==> src/rtl/mtr_spd_ramp.sv <==
// mtr_spd_ramp: slew-rate limiter between the speed controller and the H-bridge
// PWM stage. Each channel steps toward its target by at most STEP once per ramp
// tick, and a sign reversal always ramps down to zero and dwells there first.
// Optional feature macro: MTR_SPD_RAMP_ESTOP_EN adds a synchronous estop input
// that forces both outputs to zero and clears the targets.
//
//   state | meaning
//   TRACK | ramping toward the target (toward 0 first when the sign must flip)
//   DWELL | held at zero for REV_DWELL ticks in the middle of a reversal
module mtr_spd_ramp #(
  parameter int STEP      = 16,
  parameter int TICK_DIV  = 2048,
  parameter int REV_DWELL = 4
) (
  input  logic               clk,
  input  logic               rst,
`ifdef MTR_SPD_RAMP_ESTOP_EN
  input  logic               estop,
`endif
  input  logic signed [11:0] lft_cmd,
  input  logic signed [11:0] rght_cmd,
  input  logic               cmd_vld,
  output logic signed [11:0] lft_spd,
  output logic signed [11:0] rght_spd,
  output logic               ramp_busy
);

  typedef enum logic {TRACK, DWELL} state_t;

  localparam logic signed [12:0] STEP_S     = 13'(STEP);
  localparam logic [15:0]        TICK_LAST  = 16'(TICK_DIV - 1);
  localparam logic [15:0]        DWELL_INIT = 16'(REV_DWELL);

  logic [15:0]        tick_cnt;
  logic               tick;
  logic               busy;
  logic signed [11:0] cmd       [2];
  logic signed [11:0] tgt       [2];
  logic signed [11:0] spd       [2];
  logic signed [11:0] nxt_spd   [2];
  state_t             st        [2];
  state_t             nxt_st    [2];
  logic [15:0]        dwell_cnt [2];
  logic [15:0]        nxt_dwell [2];

  assign cmd[0]    = lft_cmd;
  assign cmd[1]    = rght_cmd;
  assign tick      = (tick_cnt == TICK_LAST);
  assign lft_spd   = spd[0];
  assign rght_spd  = spd[1];
  assign ramp_busy = busy;

  // One bounded step from cur toward goal; the 13-bit diff cannot overflow and
  // the step lands exactly on goal when it is within STEP, so it never overshoots.
  function automatic logic signed [11:0] step_toward(input logic signed [11:0] cur,
                                                     input logic signed [11:0] goal);
    logic signed [12:0] cur_x;
    logic signed [12:0] diff;
    cur_x = {cur[11], cur};
    diff  = {goal[11], goal} - cur_x;
    if (diff > STEP_S)
      step_toward = 12'(cur_x + STEP_S);
    else if (diff < -STEP_S)
      step_toward = 12'(cur_x - STEP_S);
    else
      step_toward = goal;
  endfunction

  // Next-tick speed, state and dwell count for each channel.
  always_comb begin
    for (int c = 0; c < 2; c++) begin
      nxt_spd[c]   = spd[c];
      nxt_st[c]    = st[c];
      nxt_dwell[c] = dwell_cnt[c];
      case (st[c])
        TRACK: begin
          if ((spd[c] != 12'sd0) && (tgt[c] != 12'sd0) && (tgt[c][11] != spd[c][11])) begin
            nxt_spd[c] = step_toward(spd[c], 12'sd0);
            if ((step_toward(spd[c], 12'sd0) == 12'sd0) && (REV_DWELL != 0)) begin
              nxt_st[c]    = DWELL;
              nxt_dwell[c] = DWELL_INIT;
            end
          end else begin
            nxt_spd[c] = step_toward(spd[c], tgt[c]);
          end
        end
        DWELL: begin
          // The dwell always runs to completion, whatever the target does meanwhile.
          nxt_spd[c] = 12'sd0;
          if (dwell_cnt[c] <= 16'd1) begin
            nxt_st[c]    = TRACK;
            nxt_dwell[c] = 16'd0;
          end else begin
            nxt_dwell[c] = dwell_cnt[c] - 16'd1;
          end
        end
        default: begin
          nxt_spd[c]   = 12'sd0;
          nxt_st[c]    = TRACK;
          nxt_dwell[c] = 16'd0;
        end
      endcase
    end
  end

  // Tick divider, target capture, per-channel FSM update and registered busy flag.
  always_ff @(posedge clk) begin
    if (rst) begin
      tick_cnt <= 16'd0;
      busy     <= 1'b0;
      for (int c = 0; c < 2; c++) begin
        tgt[c]       <= 12'sd0;
        spd[c]       <= 12'sd0;
        st[c]        <= TRACK;
        dwell_cnt[c] <= 16'd0;
      end
    end else begin
      tick_cnt <= tick ? 16'd0 : tick_cnt + 16'd1;
`ifdef MTR_SPD_RAMP_ESTOP_EN
      if (estop) begin
        busy <= 1'b0;
        for (int c = 0; c < 2; c++) begin
          tgt[c]       <= 12'sd0;
          spd[c]       <= 12'sd0;
          st[c]        <= TRACK;
          dwell_cnt[c] <= 16'd0;
        end
      end else begin
`else
      begin
`endif
        busy <= (spd[0] != tgt[0]) || (spd[1] != tgt[1]) || (st[0] == DWELL) || (st[1] == DWELL);
        for (int c = 0; c < 2; c++) begin
          // -2048 has no positive mirror, so keep the target range symmetric.
          if (cmd_vld)
            tgt[c] <= (cmd[c] == 12'sh800) ? 12'sh801 : cmd[c];
          if (tick) begin
            spd[c]       <= nxt_spd[c];
            st[c]        <= nxt_st[c];
            dwell_cnt[c] <= nxt_dwell[c];
          end
        end
      end
    end
  end

endmodule
==> config.mk <==
export PLATFORM = sky130hd
export DESIGN_NAME = mtr_spd_ramp
export DESIGN_NICKNAME = d
export VERILOG_FILES = /design/src/rtl/mtr_spd_ramp.sv
export SDC_FILE = /design/constraint.sdc
export NUM_CORES = 1
export LEC_CHECK = 0
export ABC_AREA = 1
export CELL_PAD_IN_SITES_DETAIL_PLACEMENT = 0
export CELL_PAD_IN_SITES_GLOBAL_PLACEMENT = 2
export CORE_UTILIZATION = 38
export CTS_CLUSTER_DIAMETER = 50
export DETAILED_ROUTE_END_ITERATION = 7
export HOLD_SLACK_MARGIN = 0.05
export PLACE_DENSITY = 0.95
export SYNTH_ARGS = -nofsm -noshare
export SYNTH_HDL_FRONTEND = slang
export SYNTH_SLANG_ARGS = --single-unit
export TNS_END_PERCENT = 100
==> constraint.sdc <==
create_clock -name clk -period 6.3 [get_ports clk]
set_input_delay 0.63 -clock clk [delete_from_list [all_inputs] [get_ports clk]]
set_output_delay 0.63 -clock clk [all_outputs]
set_load 0.05 [all_outputs]
==> run_results.csv, run 1 <==
group,metric,value,unit
worst_setup_path,critPathKind,"flop to flop",
worst_setup_path,cp-start-kind,"flop",
logic_synthesis,ys_seq_area_share,34.5,%
clocking,clkSlewWorstSetupHoldPaths,80,ps
cells_and_area,layout-drive-gt1-share,8.77,%
clocking,cts_root_buffer,"clkbuf_16",
die,row_count,53,
cells_and_area,fill_cells,2206,
logic_synthesis,synthesis.nets,1185,
logic_synthesis,netlist_area,0.00813,mm²
run,cap_violations,0,
logic_synthesis,yosysMostFrequentCell,"nand2_1",
worst_setup_path,reg2reg_depth,11,
global_route,grt.overflow.total,0,
worst_setup_path,cpMostUsedCell,"nand2_1",
die,die_h,148,µm
worst_setup_path,path_buf_inv,2,
cells_and_area,n_antenna_cell,0,
power_and_ir_drop,peakVddDrop,0.000128,V
global_route,grt_max_degree,32,
logic_synthesis,ys_seq_elements,99,
worst_setup_path,path_cells,"inv_1, ha_1, a21oi_1, nor2_1, a211oi_1, o211ai_2, xor2_2, inv_2, nand2_1, nand2_1, a31oi_1",
logic_synthesis,yosysWarnings,0,
sta,period_needed,3530,ps
clocking,cts_buffers,9,
logic_synthesis,async_flop_share,0,%
die,start_util,38.7,%
clocking,insertion_delay,360,ps
global_route,grt_pass1_wl,34700,µm
die,pin_count,52,
sta,hold_viol_final,0,
detailed_routing,postRouteAntennaNets,0,
clocking,cts_resized,0,
sta,rsz0062_at_grt,"no",
worst_setup_path,crit_fanout,11,
logic_synthesis,synth_edf_count,82,
status,status,"complete, no violations",
clocking,ctsHoldBuffers,0,
logic_synthesis,synth_ff_type,"edfxtp_1",
detailed_routing,routed_wl,21000,µm
detailed_routing,first_pass_iters,6,
placement,hpwl,16300,µm
worst_hold_path,hold_path_class,"flop to flop",
worst_setup_path,r2r_start,"spd[0][9]$_SDFFCE_PN0P_",
die,coreArea,0.0210,mm²
detailed_routing,viasPerCell,4.93,
clocking,cts_tree,"done",
worst_setup_path,startpoint,"spd[0][9]$_SDFFCE_PN0P_",
global_route,grt_pass1_vias,6953,
detailed_routing,route.vias.total,7148,
worst_setup_path,rrSetupSlack,2770,ps
worst_setup_path,crit_end,"spd[0][1]$_SDFFCE_PN0P_",
logic_synthesis,yosysTopAreaCellShare,30.3,%
logic_synthesis,synth_cells,1121,
worst_setup_path,cp_top_family,"compound AO/OA/AOI/OAI gates",
cells_and_area,area_growth,13.0,%
worst_setup_path,worstPathRequired,6320,ps
worst_setup_path,cp.depth,11,
sta,fmax,283,MHz
sta,maxSlewHeadroom,27.5,%
detailed_routing,wl_per_cell,14.5,µm
logic_synthesis,netlist_top_cells_area,"edfxtp_1 (30%), nand2_1 (12%), inv_1 (8.2%)",
sta,clock-skew-final,8.67,ps
clocking,cts_setup_buffers,0,
die,die_w,148,µm
sta,final.setup.tns,0,ps
logic_synthesis,yosysTopAreaCell,"edfxtp_1",
logic_synthesis,syn_area_per_cell,7.25,µm²
clocking,cts.sinks,99,
placement,portBuffers,51,
detailed_routing,drtIter0Drc,381,
global_route,globalRouteTotalUtil,20.1,%
sta,tightest_slew,1080,ps
clocking,h-tree-depth,3,
logic_synthesis,ys_top_cells_by_count,"nand2_1 (252), inv_1 (178), nor2_1 (131)",
global_route,antenna_found_initial,0,
clocking,clk_path_buf_depth,2,
sta,fin_crit_sh,56.1,%
worst_setup_path,critPathSlowestCell,"edfxtp_1",
worst_setup_path,cp.arrival,3550,ps
worst_setup_path,worstSetupEndpointType,"flop",
detailed_routing,drcViolationCount,0,
cells_and_area,nets,1234,
cells_and_area,post-route-cell-area,0.00918,mm²
die,dieArea,0.0220,mm²
sta,final_max_slew_viol_count,0,
placement,place_area,0.00888,mm²
worst_setup_path,slowest_delay,460,ps
power_and_ir_drop,p_leak,4.12,nW
sta,setup_violations,0,
placement,gp_congestion,0.881,
logic_synthesis,yosysUniqueCellTypes,51,
power_and_ir_drop,p_per_area,202,mW/mm²
worst_setup_path,reg2reg_to,"spd[0][1]$_SDFFCE_PN0P_",
==> worst min path at each step <==
stage	startpoint	endpoint	slack, ps	depth (start not counted)
floorplan	tick_cnt[0]$_SDFF_PP0_	tick_cnt[0]$_SDFF_PP0_	420	1
global placement	tick_cnt[0]$_SDFF_PP0_	tick_cnt[0]$_SDFF_PP0_	430	1
detailed placement	tick_cnt[0]$_SDFF_PP0_	tick_cnt[0]$_SDFF_PP0_	450	1
CTS	tick_cnt[0]$_SDFF_PP0_	tick_cnt[0]$_SDFF_PP0_	460	1
global route	tick_cnt[0]$_SDFF_PP0_	tick_cnt[0]$_SDFF_PP0_	480	1
finish	tick_cnt[0]$_SDFF_PP0_	tick_cnt[0]$_SDFF_PP0_	450	1
==> cell usage in the layout, fill, tap and decap left out, types with 17 or more instances in the layout <==
master | Yosys | layout
inv_1 | 178 | 178
dfxtp_1 | 17 | 17
nand2_1 | 252 | 252
ha_1 | 35 | 35
a21oi_1 | 39 | 39
o21ai_0 | 26 | 26
xor2_1 | 39 | 39
edfxtp_1 | 82 | 82
clkdlybuf4s50_1 | 0 | 51
nand3_1 | 109 | 109
nor2_1 | 131 | 131
nor2_2 | 17 | 17
==> power breakdown <==
group	internal (mW)	switching (mW)	leakage, nW
registers	0.743	0.0432	0.946
logic	0.165	0.337	3.03
clock network	0.279	0.287	0.142
total	1.19	0.668	4.12
==> cells by family (layout without fill, tap and decap cells) <==
group	after synthesis	after routing	share of synthesized area, %
compound gates	117	117	8.74
flops	99	99	34.5
simple gates	611	611	35.0
fa+ha+maj	37	37	5.88
xor+xnor	52	52	5.70
buf+inv	205	259	10.2
==> metrics by stage <==
step                      hold WS, ps  power [mW]  cells  worst slack (ps)  util, %
after global placement            428        1.30   1434              2830     42.2
after global routing              475        1.96   1450              2470     43.7
after floorplan                   418        1.17   1121              2840        -
final                             450        1.85   1450              2770     43.7
after CTS                         458        1.87   1450              2770     43.7
after detailed placement          446        1.30   1434              2770     42.2
==> routing by layer <==
| metal | share of wire (%) | track usage (%) |
|---|---|---|
| met3 | 3.0 | 1.99 |
| met5 | 0 | 0 |
| met2 | 47 | 34.1 |
| met1 | 46 | 25.7 |
| met4 | 3.5 | 9.59 |
==> state kept, by name, indices dropped and copies added, names as in the netlist <==
register and flops:
st 2, ramp_busy 1, spd 24, tgt 24, tick_cnt 16, dwell_cnt 32
==> layout make-up <==
cell class | count | area [µm²] | area share, %
clock buffers | 9 | 225 | 2.45
clock inverters | 7 | 75.1 | 0.818
inverters | 191 | 717 | 7.81
multi-input cells | 817 | 4500 | 49.0
flip-flops and latches | 99 | 2800 | 30.5
well taps | 275 | 344 | 3.75
repair buffers | 52 | 518 | 5.64
Power figures use the tool's default switching activity.
==> run 2, diff against run 1 <==
Settings changed: CORE_UTILIZATION 38 to 35, PLACE_DENSITY 0.95 to 0.91.
Clock period 6.3 ns to 3.31 ns, I/O delays scaled along.
==> run 2 against run 1 <==
Against the previous run: worst setup slack lost 2500 ps; clock-buffer cell count grew 1; non-clock buffer count grew 24; global-route usage shrank 1.3 points; clock skew is essentially flat; first-iteration DRC count grew 0.79%; core utilization shrank 2.3 points; final area grew 2.5%; clock power grew 89%; maximum frequency grew 17%; critical path type unchanged; critical endpoint is now spd[0][13]$_SDFFCE_PN0P_; largest cell class unchanged.
==> run_results.csv, run 2 (same netlist as run 1, synthesis figures left out) <==
group,metric,value,unit
status,status,"complete, no violations",
clocking,cts.sinks,99,
worst_setup_path,critPathKind,"flop to flop",
worst_setup_path,r2r_start,"spd[0][17]$_SDFFCE_PN0P_",
worst_setup_path,cpMostUsedCell,"nand2_1",
detailed_routing,postRouteAntennaNets,0,
sta,clock-skew-final,8.39,ps
die,dieArea,0.0238,mm²
placement,portBuffers,51,
clocking,cts_root_buffer,"clkbuf_16",
die,row_count,55,
worst_setup_path,critPathSlowestCell,"edfxtp_1",
power_and_ir_drop,power.switching,1.27,mW
cells_and_area,area_growth,15.7,%
clocking,clkSlewWorstSetupHoldPaths,70,ps
clocking,h-tree-depth,3,
worst_hold_path,hold_path_class,"flop to flop",
worst_setup_path,reg2reg_depth,14,
worst_setup_path,cp.arrival,3060,ps
global_route,antenna_found_initial,0,
clocking,insertion_delay,360,ps
power_and_ir_drop,power,3.58,mW
sta,fin_crit_sh,91.2,%
power_and_ir_drop,p_per_area,381,mW/mm²
worst_setup_path,slowest_delay,500,ps
cells_and_area,reg.largest.list,"dwell_cnt x32, spd x24, tgt x24",
sta,tightest_slew,860,ps
sta,final_max_slew_viol_count,0,
power_and_ir_drop,sequentialPowerShare,41.5,%
sta,period_needed,3020,ps
worst_setup_path,path_cells,"inv_1, ha_1, nand2_1, inv_1, a21oi_1, nand2_1, nand2_1, nand2_1, or2_0, nor2_1, nand2_2, nand2_2, nand2_1, a31oi_2",
power_and_ir_drop,p_leak,4.25,nW
cells_and_area,largest_register_ffs,32,
worst_setup_path,worstPathRequired,3350,ps
sta,final.setup.tns,0,ps
die,die_h,154,µm
cells_and_area,top_register,"dwell_cnt",
worst_setup_path,cp-start-kind,"flop",
power_and_ir_drop,peakVddDrop,0.000204,V
cells_and_area,mostFrequentLayoutCells,"nand2_1 (252), inv_1 (177), nor2_1 (131)",
detailed_routing,first_pass_iters,5,
detailed_routing,routed_wl,21700,µm
worst_setup_path,crit_fanout,10,
die,pin_count,52,
sta,hold_viol_final,0,
clocking,clk_path_buf_depth,2,
die,start_util,35.8,%
worst_setup_path,rrSetupSlack,290,ps
sta,setup_violations,0,
sta,rsz0062_at_grt,"no",
cells_and_area,final_common_cell,"nand2_1",
cells_and_area,layout-drive-gt1-share,10.9,%
power_and_ir_drop,combPwrFrac,28.7,%
worst_setup_path,reg2reg_to,"spd[0][13]$_SDFFCE_PN0P_",
clocking,ctsHoldBuffers,0,
worst_hold_path,hp-start,"tick_cnt[0]$_SDFF_PP0_",
worst_setup_path,cp_top_family,"simple AND/OR/NAND/NOR gates",
detailed_routing,viasPerCell,5.00,
die,die_w,154,µm
sta,maxSlewHeadroom,42.5,%
global_route,grt_pass1_wl,35400,µm
placement,gp_congestion,0.877,
global_route,grt_pass1_vias,7231,
detailed_routing,route.vias.total,7420,
global_route,grt.overflow.total,0,
placement,hpwl,17300,µm
clocking,cts_buffers,9,
global_route,globalRouteTotalUtil,18.8,%
cells_and_area,nets,1258,
power_and_ir_drop,internal_power,2.31,mW
worst_setup_path,worstSetupEndpointType,"flop",
detailed_routing,wl_per_cell,14.6,µm
worst_hold_path,hold-path-endpoint,"tick_cnt[0]$_SDFF_PP0_",
worst_setup_path,path_buf_inv,2,
worst_hold_path,holdPathStages,1,
clocking,cts_tree,"done",
detailed_routing,drcViolationCount,0,
sta,fmax,331,MHz
global_route,grt_max_degree,31,
run,cap_violations,0,
cells_and_area,n_antenna_cell,0,
power_and_ir_drop,power_frac_clock,29.9,%
die,coreArea,0.0227,mm²
power_and_ir_drop,switching_share,35.4,%
detailed_routing,drtIter0Drc,384,
[run 2: repair_timing]
action | CTS | global route
gates resized for setup | 0 | 3
buffers inserted | 0 | 2
setup endpoints to repair | 0 | 26
[run 2: worst max-delay path by stage]
stage,from,endpoint,slack [ps],cells past startpoint
finish,spd[0][17]$_SDFFCE_PN0P_,spd[0][13]$_SDFFCE_PN0P_,290,14
global route,spd[0][5]$_SDFFCE_PN0P_,dwell_cnt[0][2]$_SDFFCE_PN0P_,10,15
CTS,spd[0][5]$_SDFFCE_PN0P_,spd[0][0]$_SDFFCE_PN0P_,100,13
detailed placement,spd[0][5]$_SDFFCE_PN0P_,spd[0][2]$_SDFFCE_PN0P_,100,13
global placement,spd[0][5]$_SDFFCE_PN0P_,spd[0][2]$_SDFFCE_PN0P_,140,13
floorplan,spd[0][16]$_SDFFCE_PN0P_,dwell_cnt[0][16]$_SDFFCE_PP0P_,70,15
[run 2: stage by stage]
stage | cell area [µm²] | setup WS [ps] | hold slack, ps | std cells | utilization, %
2_1_floorplan | 8130 | 74.7 | 403 | 1121 | -
3_3_place_gp | 9090 | 139 | 430 | 1466 | 40.0
3_5_place_dp | 9090 | 104 | 441 | 1466 | 40.0
4_1_cts | 9380 | 98.9 | 456 | 1482 | 41.3
5_1_grt | 9410 | 11.3 | 489 | 1484 | 41.4
6_report | 9410 | 292 | 453 | 1484 | 41.4
[run 2: cell type report]
type / count / area, µm²
clock buffers: 10 / 239
clock inverters: 6 / 52.6
fillers: 2413 / 13300
inverters: 191 / 717
multi-input cells: 817 / 4520
flip-flops and latches: 99 / 2800
well taps: 285 / 357
repair buffers: 76 / 723
[run 2: metal layers]
metal / up-vias / global-route usage, % / wire (µm)
met4: 0 / 7.36 / 515
met1: 3412 / 23.8 / 9890
met2: 156 / 32.6 / 10300
met3: 36 / 2.52 / 921
met5: - / 0 / 0
li1: 3816 / - / -
[run 2: worst reg2reg max path, delay by kind of cell (launching register included)]
family	cells	cell delay [ps]
flip-flops	1	500
AO/OA/AOI/OAI	2	440
adder cells (fa/ha/maj)	1	380
AND/OR/NAND/NOR	9	1180
buffers and inverters	2	210
[run 2: power groups by stage]
stage,combinational [mW],clock (mW),sequential [mW]
3_3_place_gp,1.03,0,1.51
5_1_grt,1.15,1.14,1.49
4_1_cts,1.02,1.10,1.48
2_1_floorplan,0.673,0,1.55
6_report,1.03,1.07,1.48
3_5_place_dp,1.02,0,1.51
